File: config.mk
export PLATFORM = sky130hd
export DESIGN_NAME = fifo_wr_arb_flat
export DESIGN_NICKNAME = d
export VERILOG_FILES = /design/src/rtl/fifo_wr_arb_if.sv /design/src/rtl/fifo_wr_arb.sv /design/src/flat_wrapper.sv
export SDC_FILE = /design/constraint.sdc
export NUM_CORES = 1
export LEC_CHECK = 0
export ABC_CLOCK_PERIOD_IN_PS = 2000
export CAP_MARGIN = 20
export CELL_PAD_IN_SITES_DETAIL_PLACEMENT = 1
export CELL_PAD_IN_SITES_GLOBAL_PLACEMENT = 1
export CORE_MARGIN = 1
export CORE_UTILIZATION = 30
export CTS_CLUSTER_DIAMETER = 120
export DETAILED_ROUTE_END_ITERATION = 7
export PLACE_DENSITY_LB_ADDON = 0.1
export SYNTH_ARGS = -nofsm -noshare
export SYNTH_HDL_FRONTEND = slang
export SYNTH_SLANG_ARGS = --single-unit
File: constraint.sdc
create_clock -name clk -period 2 [get_ports clk]
set_input_delay 0.4 -clock clk [delete_from_list [all_inputs] [get_ports clk]]
set_output_delay 0.4 -clock clk [all_outputs]
set_load 0.05 [all_outputs]
File: src/rtl/fifo_wr_arb_if.sv
// Handshake bundle between two frame requesters, the shared FIFO write port
// and the arbiter status outputs.
interface fifo_wr_arb_if #(
  parameter int B = 8
);
  logic         req0;
  logic [B-1:0] data0;
  logic         last0;
  logic         ack0;
  logic         req1;
  logic [B-1:0] data1;
  logic         last1;
  logic         ack1;
  logic         fifo_full;
  logic         fifo_wr;
  logic [B-1:0] fifo_wdata;
  logic         busy;
  logic         owner;
  logic         ovf;

  modport slave (
    input  req0, data0, last0, req1, data1, last1, fifo_full,
    output ack0, ack1, fifo_wr, fifo_wdata, busy, owner, ovf
  );

  modport master (
    output req0, data0, last0, req1, data1, last1, fifo_full,
    input  ack0, ack1, fifo_wr, fifo_wdata, busy, owner, ovf
  );
endinterface

File: src/rtl/fifo_wr_arb.sv
// Two-requester frame arbiter for a single FIFO write port: a grant is held
// for a whole frame, with round-robin between frames and a length cap.
module fifo_wr_arb #(
  parameter int B      = 8,
  parameter int MAXLEN = 16
) (
  input  logic          clk,
  input  logic          reset,
  fifo_wr_arb_if.slave  bus
);
  typedef enum logic [1:0] {
    IDLE = 2'd0,
    GNT0 = 2'd1,
    GNT1 = 2'd2
  } state_t;

  localparam logic [7:0] CNT_LIMIT = 8'(MAXLEN - 1);

  state_t       state_q, state_d;
  logic         ptr_q, ptr_d;
  logic [7:0]   cnt_q, cnt_d;
  logic         owner_q, owner_d;
  logic         ovf_q, ovf_d;

  logic         wr;
  logic         sel;
  logic         sel_req;
  logic         sel_last;
  logic [B-1:0] wdata;

  always_ff @(posedge clk or negedge reset) begin
    if (!reset) begin
      state_q <= IDLE;
      ptr_q   <= 1'b0;
      cnt_q   <= 8'd0;
      owner_q <= 1'b0;
      ovf_q   <= 1'b0;
    end else begin
      state_q <= state_d;
      ptr_q   <= ptr_d;
      cnt_q   <= cnt_d;
      owner_q <= owner_d;
      ovf_q   <= ovf_d;
    end
  end

  always_comb begin
    state_d  = state_q;
    ptr_d    = ptr_q;
    cnt_d    = cnt_q;
    owner_d  = owner_q;
    ovf_d    = 1'b0;
    wr       = 1'b0;
    sel      = (state_q == GNT1);
    sel_req  = 1'b0;
    sel_last = 1'b0;
    wdata    = bus.data0;

    case (state_q)
      IDLE: begin
        // Pointer 0 favours requester 0 on contention, pointer 1 requester 1.
        if (bus.req0 && (!bus.req1 || !ptr_q)) begin
          state_d = GNT0;
          owner_d = 1'b0;
          cnt_d   = 8'd0;
        end else if (bus.req1) begin
          state_d = GNT1;
          owner_d = 1'b1;
          cnt_d   = 8'd0;
        end
      end
      GNT0, GNT1: begin
        sel_req  = sel ? bus.req1  : bus.req0;
        sel_last = sel ? bus.last1 : bus.last0;
        wdata    = sel ? bus.data1 : bus.data0;
        wr       = sel_req && !bus.fifo_full;
        if (wr) begin
          cnt_d = cnt_q + 8'd1;
          // A frame ends on its last byte or when it hits the length cap.
          if (sel_last || (cnt_q == CNT_LIMIT)) begin
            state_d = IDLE;
            ptr_d   = ~sel;
            ovf_d   = ~sel_last;
          end
        end
      end
      default: state_d = IDLE;
    endcase
  end

  assign bus.fifo_wr    = wr;
  assign bus.fifo_wdata = wdata;
  assign bus.ack0       = wr && !sel;
  assign bus.ack1       = wr && sel;
  assign bus.busy       = (state_q != IDLE);
  assign bus.owner      = owner_q;
  assign bus.ovf        = ovf_q;
endmodule
File: src/flat_wrapper.sv
// flat-port wrapper written by rule: the top's interface ports become plain ports
module fifo_wr_arb_flat 
#(
  parameter int B      = 8,
  parameter int MAXLEN = 16
)
  (clk, reset, bus_req0, bus_data0, bus_last0, bus_req1, bus_data1, bus_last1, bus_fifo_full, bus_ack0, bus_ack1, bus_fifo_wr, bus_fifo_wdata, bus_busy, bus_owner, bus_ovf);
  fifo_wr_arb_if #(.B(B)) bus_i ();
  input  logic clk;
  input  logic reset;
  input wire logic [$bits(bus_i.req0)-1:0] bus_req0;
  input wire logic [$bits(bus_i.data0)-1:0] bus_data0;
  input wire logic [$bits(bus_i.last0)-1:0] bus_last0;
  input wire logic [$bits(bus_i.req1)-1:0] bus_req1;
  input wire logic [$bits(bus_i.data1)-1:0] bus_data1;
  input wire logic [$bits(bus_i.last1)-1:0] bus_last1;
  input wire logic [$bits(bus_i.fifo_full)-1:0] bus_fifo_full;
  output wire logic [$bits(bus_i.ack0)-1:0] bus_ack0;
  output wire logic [$bits(bus_i.ack1)-1:0] bus_ack1;
  output wire logic [$bits(bus_i.fifo_wr)-1:0] bus_fifo_wr;
  output wire logic [$bits(bus_i.fifo_wdata)-1:0] bus_fifo_wdata;
  output wire logic [$bits(bus_i.busy)-1:0] bus_busy;
  output wire logic [$bits(bus_i.owner)-1:0] bus_owner;
  output wire logic [$bits(bus_i.ovf)-1:0] bus_ovf;
  assign bus_i.req0 = bus_req0;
  assign bus_i.data0 = bus_data0;
  assign bus_i.last0 = bus_last0;
  assign bus_i.req1 = bus_req1;
  assign bus_i.data1 = bus_data1;
  assign bus_i.last1 = bus_last1;
  assign bus_i.fifo_full = bus_fifo_full;
  assign bus_ack0 = bus_i.ack0;
  assign bus_ack1 = bus_i.ack1;
  assign bus_fifo_wr = bus_i.fifo_wr;
  assign bus_fifo_wdata = bus_i.fifo_wdata;
  assign bus_busy = bus_i.busy;
  assign bus_owner = bus_i.owner;
  assign bus_ovf = bus_i.ovf;
  fifo_wr_arb #(.B(B), .MAXLEN(MAXLEN)) u_core (.clk(clk), .reset(reset), .bus(bus_i));
endmodule
=== Yosys cells after proc, flatten, opt, wreduce, memory -nomap -nowiden ===
Index checks and enable logic that the tools add are counted.

* Word-level logic and storage cells: 52
* Input bits: 23
* Register bits after elaboration: 13
* Output and inout port bits: 14

* Add/sub/neg operators: 1
* Muxes and demuxes: 19
* Reduce and logical (&&, ||, !) cells: 19
* Equal/unequal tests: 6
* Bitwise logic cells: 2

{| class="wikitable"
|+ Operators with widths
! kind !! count
|-
| 8-bit two-way mux || 5
|-
| 8-bit one-hot mux with 2 select lines || 1
|-
| 3-bit AND reduction || 3
|-
| 8-bit by 1-bit adder with 8-bit output, second input constant || 1
|-
| 8-bit by 4-bit == test with 1-bit output, second input constant || 1
|-
| 1-bit two-way mux || 8
|-
| 2-bit two-way mux || 4
|-
| 2-bit nonzero test || 3
|-
| 1-bit logical AND || 4
|-
| 1-bit zero test || 4
|-
| 2-bit by 1-bit inequality test with 1-bit output, second input constant || 2
|-
| 2-bit one-hot mux with 2 select lines || 1
|-
| 3-bit by 2-bit inequality test with 1-bit output, second input constant || 1
|-
| 2-bit by 1-bit == test with 1-bit output, second input constant || 1
|-
| 2-bit == test, second input constant || 1
|-
| 2-bit zero test || 1
|-
| 1-bit logical OR || 2
|-
| 1-bit NOT || 2
|-
| 2-bit AND reduction || 1
|-
| 2-bit OR reduction || 1
|}

=== Depth between registers and ports, before layout ===
* Depth after elaboration: 6
* Gate-level depth with buffers: 7
* Gate-level depth less buffers: 7

=== Worst setup path after synthesis ===
Ideal clock, no wire load.

* Path kind: reg-to-output
* Start: reg u_core.state_q[0]
* End: out bus_ack1
* Data arrival time: 1.734 ns
* Slack: -0.134 ns
* Stages on the path, launching flop included: 7
* Required time: 1.600 ns
* Path buffers: 0
* Cells stage by stage: dfrtp_1 -> inv_1 -> ha_1 -> mux2_4 -> nand3_2 -> inv_2 -> and2_1

* Longest elaborated chain between the ends: 5
* Elaborated cells on any way between the ends: 7
* Classes of those cells: 2 x eq/ne; 2 x mux; 3 x reduce/logical

{| class="wikitable"
|+ RTL lines
! item !! line !! RTL
|-
| start: declaration || fifo_wr_arb.sv:19 || <nowiki>state_t state_q, state_d;</nowiki>
|-
| start signal: assignment || fifo_wr_arb.sv:39 || <nowiki>state_q <= state_d;</nowiki>
|-
| 2-bit == test || fifo_wr_arb.sv:54, fifo_wr_arb.sv:59 ||
|-
| 1-bit two-way mux || fifo_wr_arb.sv:73 || <nowiki>sel_req = sel ? bus.req1 : bus.req0;</nowiki>
|-
| 1-bit logical AND || fifo_wr_arb.sv:76 || <nowiki>wr = sel_req && !bus.fifo_full;</nowiki>
|-
| 1-bit two-way mux * || fifo_wr_arb.sv:59 || <nowiki>case (state_q)</nowiki>
|-
| via bus_fifo_wr || flat_wrapper.sv:20 || <nowiki>output wire logic [$bits(bus_i.fifo_wr)-1:0] bus_fifo_wr;</nowiki>
|-
| 1-bit logical AND * || fifo_wr_arb.sv:94 || <nowiki>assign bus.ack1 = wr && sel;</nowiki>
|-
| end: declaration || flat_wrapper.sv:19 || <nowiki>output wire logic [$bits(bus_i.ack1)-1:0] bus_ack1;</nowiki>
|}

Mark *: on every way through the listed nets, which the timed path passes. The rest lies on a longest branch.

=== Worst setup path in the final report ===
* Start: reg u_core.state_q[0]
* End: out bus_ack1

* Longest elaborated chain between the ends: 5
* Elaborated cells on any way between the ends: 7
* Classes of those cells: 2 x eq/ne; 2 x mux; 3 x reduce/logical

{| class="wikitable"
|+ RTL lines
! item !! line
|-
| 2-bit == test || fifo_wr_arb.sv:54, fifo_wr_arb.sv:59
|-
| 1-bit two-way mux || fifo_wr_arb.sv:73
|-
| 1-bit logical AND || fifo_wr_arb.sv:76
|-
| 1-bit two-way mux || fifo_wr_arb.sv:59
|-
| 1-bit logical AND * || fifo_wr_arb.sv:94
|}

Mark *: on every way between the ends. The rest lies on a longest branch, timed or not.

==> results.cfg <==
[outcome]
status = finished with violations
violations = setup timing

[timing]
finalCritPeriodShare_pct = 102
finalSetupViolCount = 11
final.min_clock_period_ps = 2050
skew_ps = 8.62
rsz0062_at_grt = true
whs_ps = 497
hold_viol = 0
finalMaxSlewViolations = 0
maxSlewHeadroom_pct = 58.5
finalSetupTns_ps = -148
worst_slew_pin_slew_ps = 621
fin_ws_ps = -48.9
fmax_ghz = 0.488

[cts]
ctsRootBufferMaster = clkbuf_4
cts_tree = done
clk_path_buf_depth = 2
numCtsBuffers = 3
cts.clk_slew.worst_paths_ps = 90
clock_latency_ps = 280
cts_hold_buf = 0
htree_num_levels = 1
cts.sink_count = 13

[logic_synthesis]
yosysTopAreaCell = dfrtp_1
dominantRegCellSynth = dfrtp_1
syn_avg_cell_area_um2 = 9.75
synth-edff-count = 0
synthArstFlopShare_pct = 100
yosysUniqueCellTypes = 37
synth_common_cells = dfrtp_1, mux2_2, o21ai_0
ys_seq_area_share_pct = 37.1
synth.most_common_cell = dfrtp_1
ys_top_cells_by_area = dfrtp_1, mux2_2, ha_1
syn_nets = 116
syn_inst = 90
ys_ff_latch = 13
syn_area_um2 = 877
synth.top_cell.area_share_pct = 37.1
yosysWarningCount = 0

[worst_setup_path]
cp_slowest_cell = dfrtp_1
crit_top_cell = inv_2
cp_top_family = flip-flops
path_depth = 7
path_buf_inv = 3
endpoint_kind = primary output
worstSetupPathType = reg -> out
r2r_end = u_core.cnt_q[5]$_DFFE_PN0P_
cp.required_ps = 1600
reg2reg_slack_ps = 140
crit_path_max_incr_delay_ps = 390
reg2reg_from = u_core.state_q[0]$_DFFE_PN0P_
cp.arrival_ps = 1650
cp-endpoint = bus_ack1
path_max_fanout = 2
cp_cell_sequence = inv_2, ha_4, mux2_4, nand3_4, inv_2, and2_4, buf_12
worstSetupStartpoint = u_core.state_q[0]$_DFFE_PN0P_
r2r_cells = 9
cp-start-kind = flop

[place]
place_area_mm2 = 0.00136
hpwlAfterDp_um = 1960
gp_congestion = 0.784
portBuffers = 36

[finish]
final_cell_area_mm2 = 0.00144
nNetsFinal = 166
layout-drive-gt1-share_pct = 33.8
area_delta_synth_final_pct = 64.5
insertedDiodeCount = 0

[global_route]
grt_overflow_total = 0
grt_pass1_wl_um = 4160
grt_start_max_net_pins = 14
grt_pass1_vias = 909
grt_antenna_before_repair = 0
grt_use_total_pct = 16.9

[power_and_ir_drop]
p_per_area_mw_per_mm2 = 1360
ir_drop_uv = 942
power.leakage_uw = 0.000647

[die]
io_pins = 37
num_rows = 19
die_height_um = 56.1
core_area_mm2 = 0.00276
initial_core_util_pct = 31.8
die-area_mm2 = 0.00314
fp.dieW_um = 56.1

[route]
num_vias = 891
dr.pass1.iters = 5
wirelength_um = 2470
drt-initial-drc-count = 21
drtAntennaViolNets = 0
drt_drc_violations_left = 0
vias_per_cell = 5.24
wire_per_inst_um = 14.5

[min_path]
min_path_type = in -> async

[job]
drv_cap = 0
==> cell usage in the layout (no fill, tap or decap), types with 2 or more instances in the layout <==
master,instances
o21ai_0,6
buf_6,2
and3_1,3
mux2_2,8
inv_1,3
inv_2,2
buf_12,4
nor2b_1,3
a21o_1,2
nor2_1,4
a211o_1,3
buf_4,17
a21oi_1,2
nand2_1,5
nand3_1,4
clkbuf_4,3
clkdlybuf4s50_1,24
o31ai_1,2
nor3_1,3
dfrtp_1,13
a22o_1,2
ha_4,2
==> power by group <==
group,total [µW],internal (µW),switching (µW)
clock network,167,74.3,92.4
logic,1410,636,776
registers,379,326,53.1
==> stage by stage <==
step	utilization, %	power, µW	worst slack, ps	cells
2_1_floorplan	-	1240	-26.1	90
3_5_place_dp	49.3	1690	2.35	164
3_3_place_gp	49.3	1670	18.0	164
5_1_grt	52.3	2080	-114	170
6_report	52.3	1960	-48.9	170
4_1_cts	52.0	1960	-61.6	169
==> sequential cells by signal, indices dropped and copies added, names as in the netlist <==
name              cells
u_core.bus.ovf        1
u_core.bus.owner      1
u_core.cnt_q          8
u_core.ptr_q          1
u_core.state_q        2
==> metal layers <==
metal | share of wire, % | routed length, µm | global-route usage, % | vias to the layer above
met2 | 48 | 1180 | 29.1 | 31
li1 | - | - | - | 433
met1 | 45 | 1120 | 20.9 | 424
met5 | 0 | 0 | 0 | -
met4 | 0.32 | 8 | 3.14 | 0
met3 | 6.5 | 160 | 5.12 | 3
==> area by class of cell <==
type | count | area [µm²]
inverter | 5 | 18.8
sequential | 13 | 325
clock buffer | 3 | 22.5
fill | 314 | 1320
multi-input combinational | 70 | 562
tap | 31 | 38.8
clock inverter | 1 | 5.00
timing repair buffer | 47 | 470
==> repair_timing <==
| item | 4_1_cts | 5_1_grt |
|---|---|---|
| gates resized for setup | 9 | 0 |
| pin swaps | 2 | 0 |
| endpoints found under the setup margin | 11 | 11 |
| setup buffers | 1 | 1 |
==> cell families (layout without fill, tap and decap cells) <==
kind of cell | Yosys count | in the layout | share of synthesized area, %
flops | 13 | 13 | 37.1
fa+ha+maj | 3 | 3 | 4.28
simple gates | 32 | 32 | 19.8
compound gates | 25 | 25 | 22.5
buf+inv | 7 | 56 | 3.14
mux | 10 | 10 | 13.1
==> worst min-delay path by stage <==
stage / start / end / cells past startpoint
floorplan: reset / u_core.bus.ovf$_DFF_PN0_ / 0
global placement: u_core.state_q[0]$_DFFE_PN0P_ / u_core.state_q[0]$_DFFE_PN0P_ / 1
detailed placement: u_core.state_q[0]$_DFFE_PN0P_ / u_core.state_q[0]$_DFFE_PN0P_ / 1
CTS: reset / u_core.cnt_q[1]$_DFFE_PN0P_ / 1
global route: reset / u_core.cnt_q[1]$_DFFE_PN0P_ / 1
finish: reset / u_core.ptr_q$_DFFE_PN0P_ / 1
Note: power is estimated with default switching activity, not from simulation.
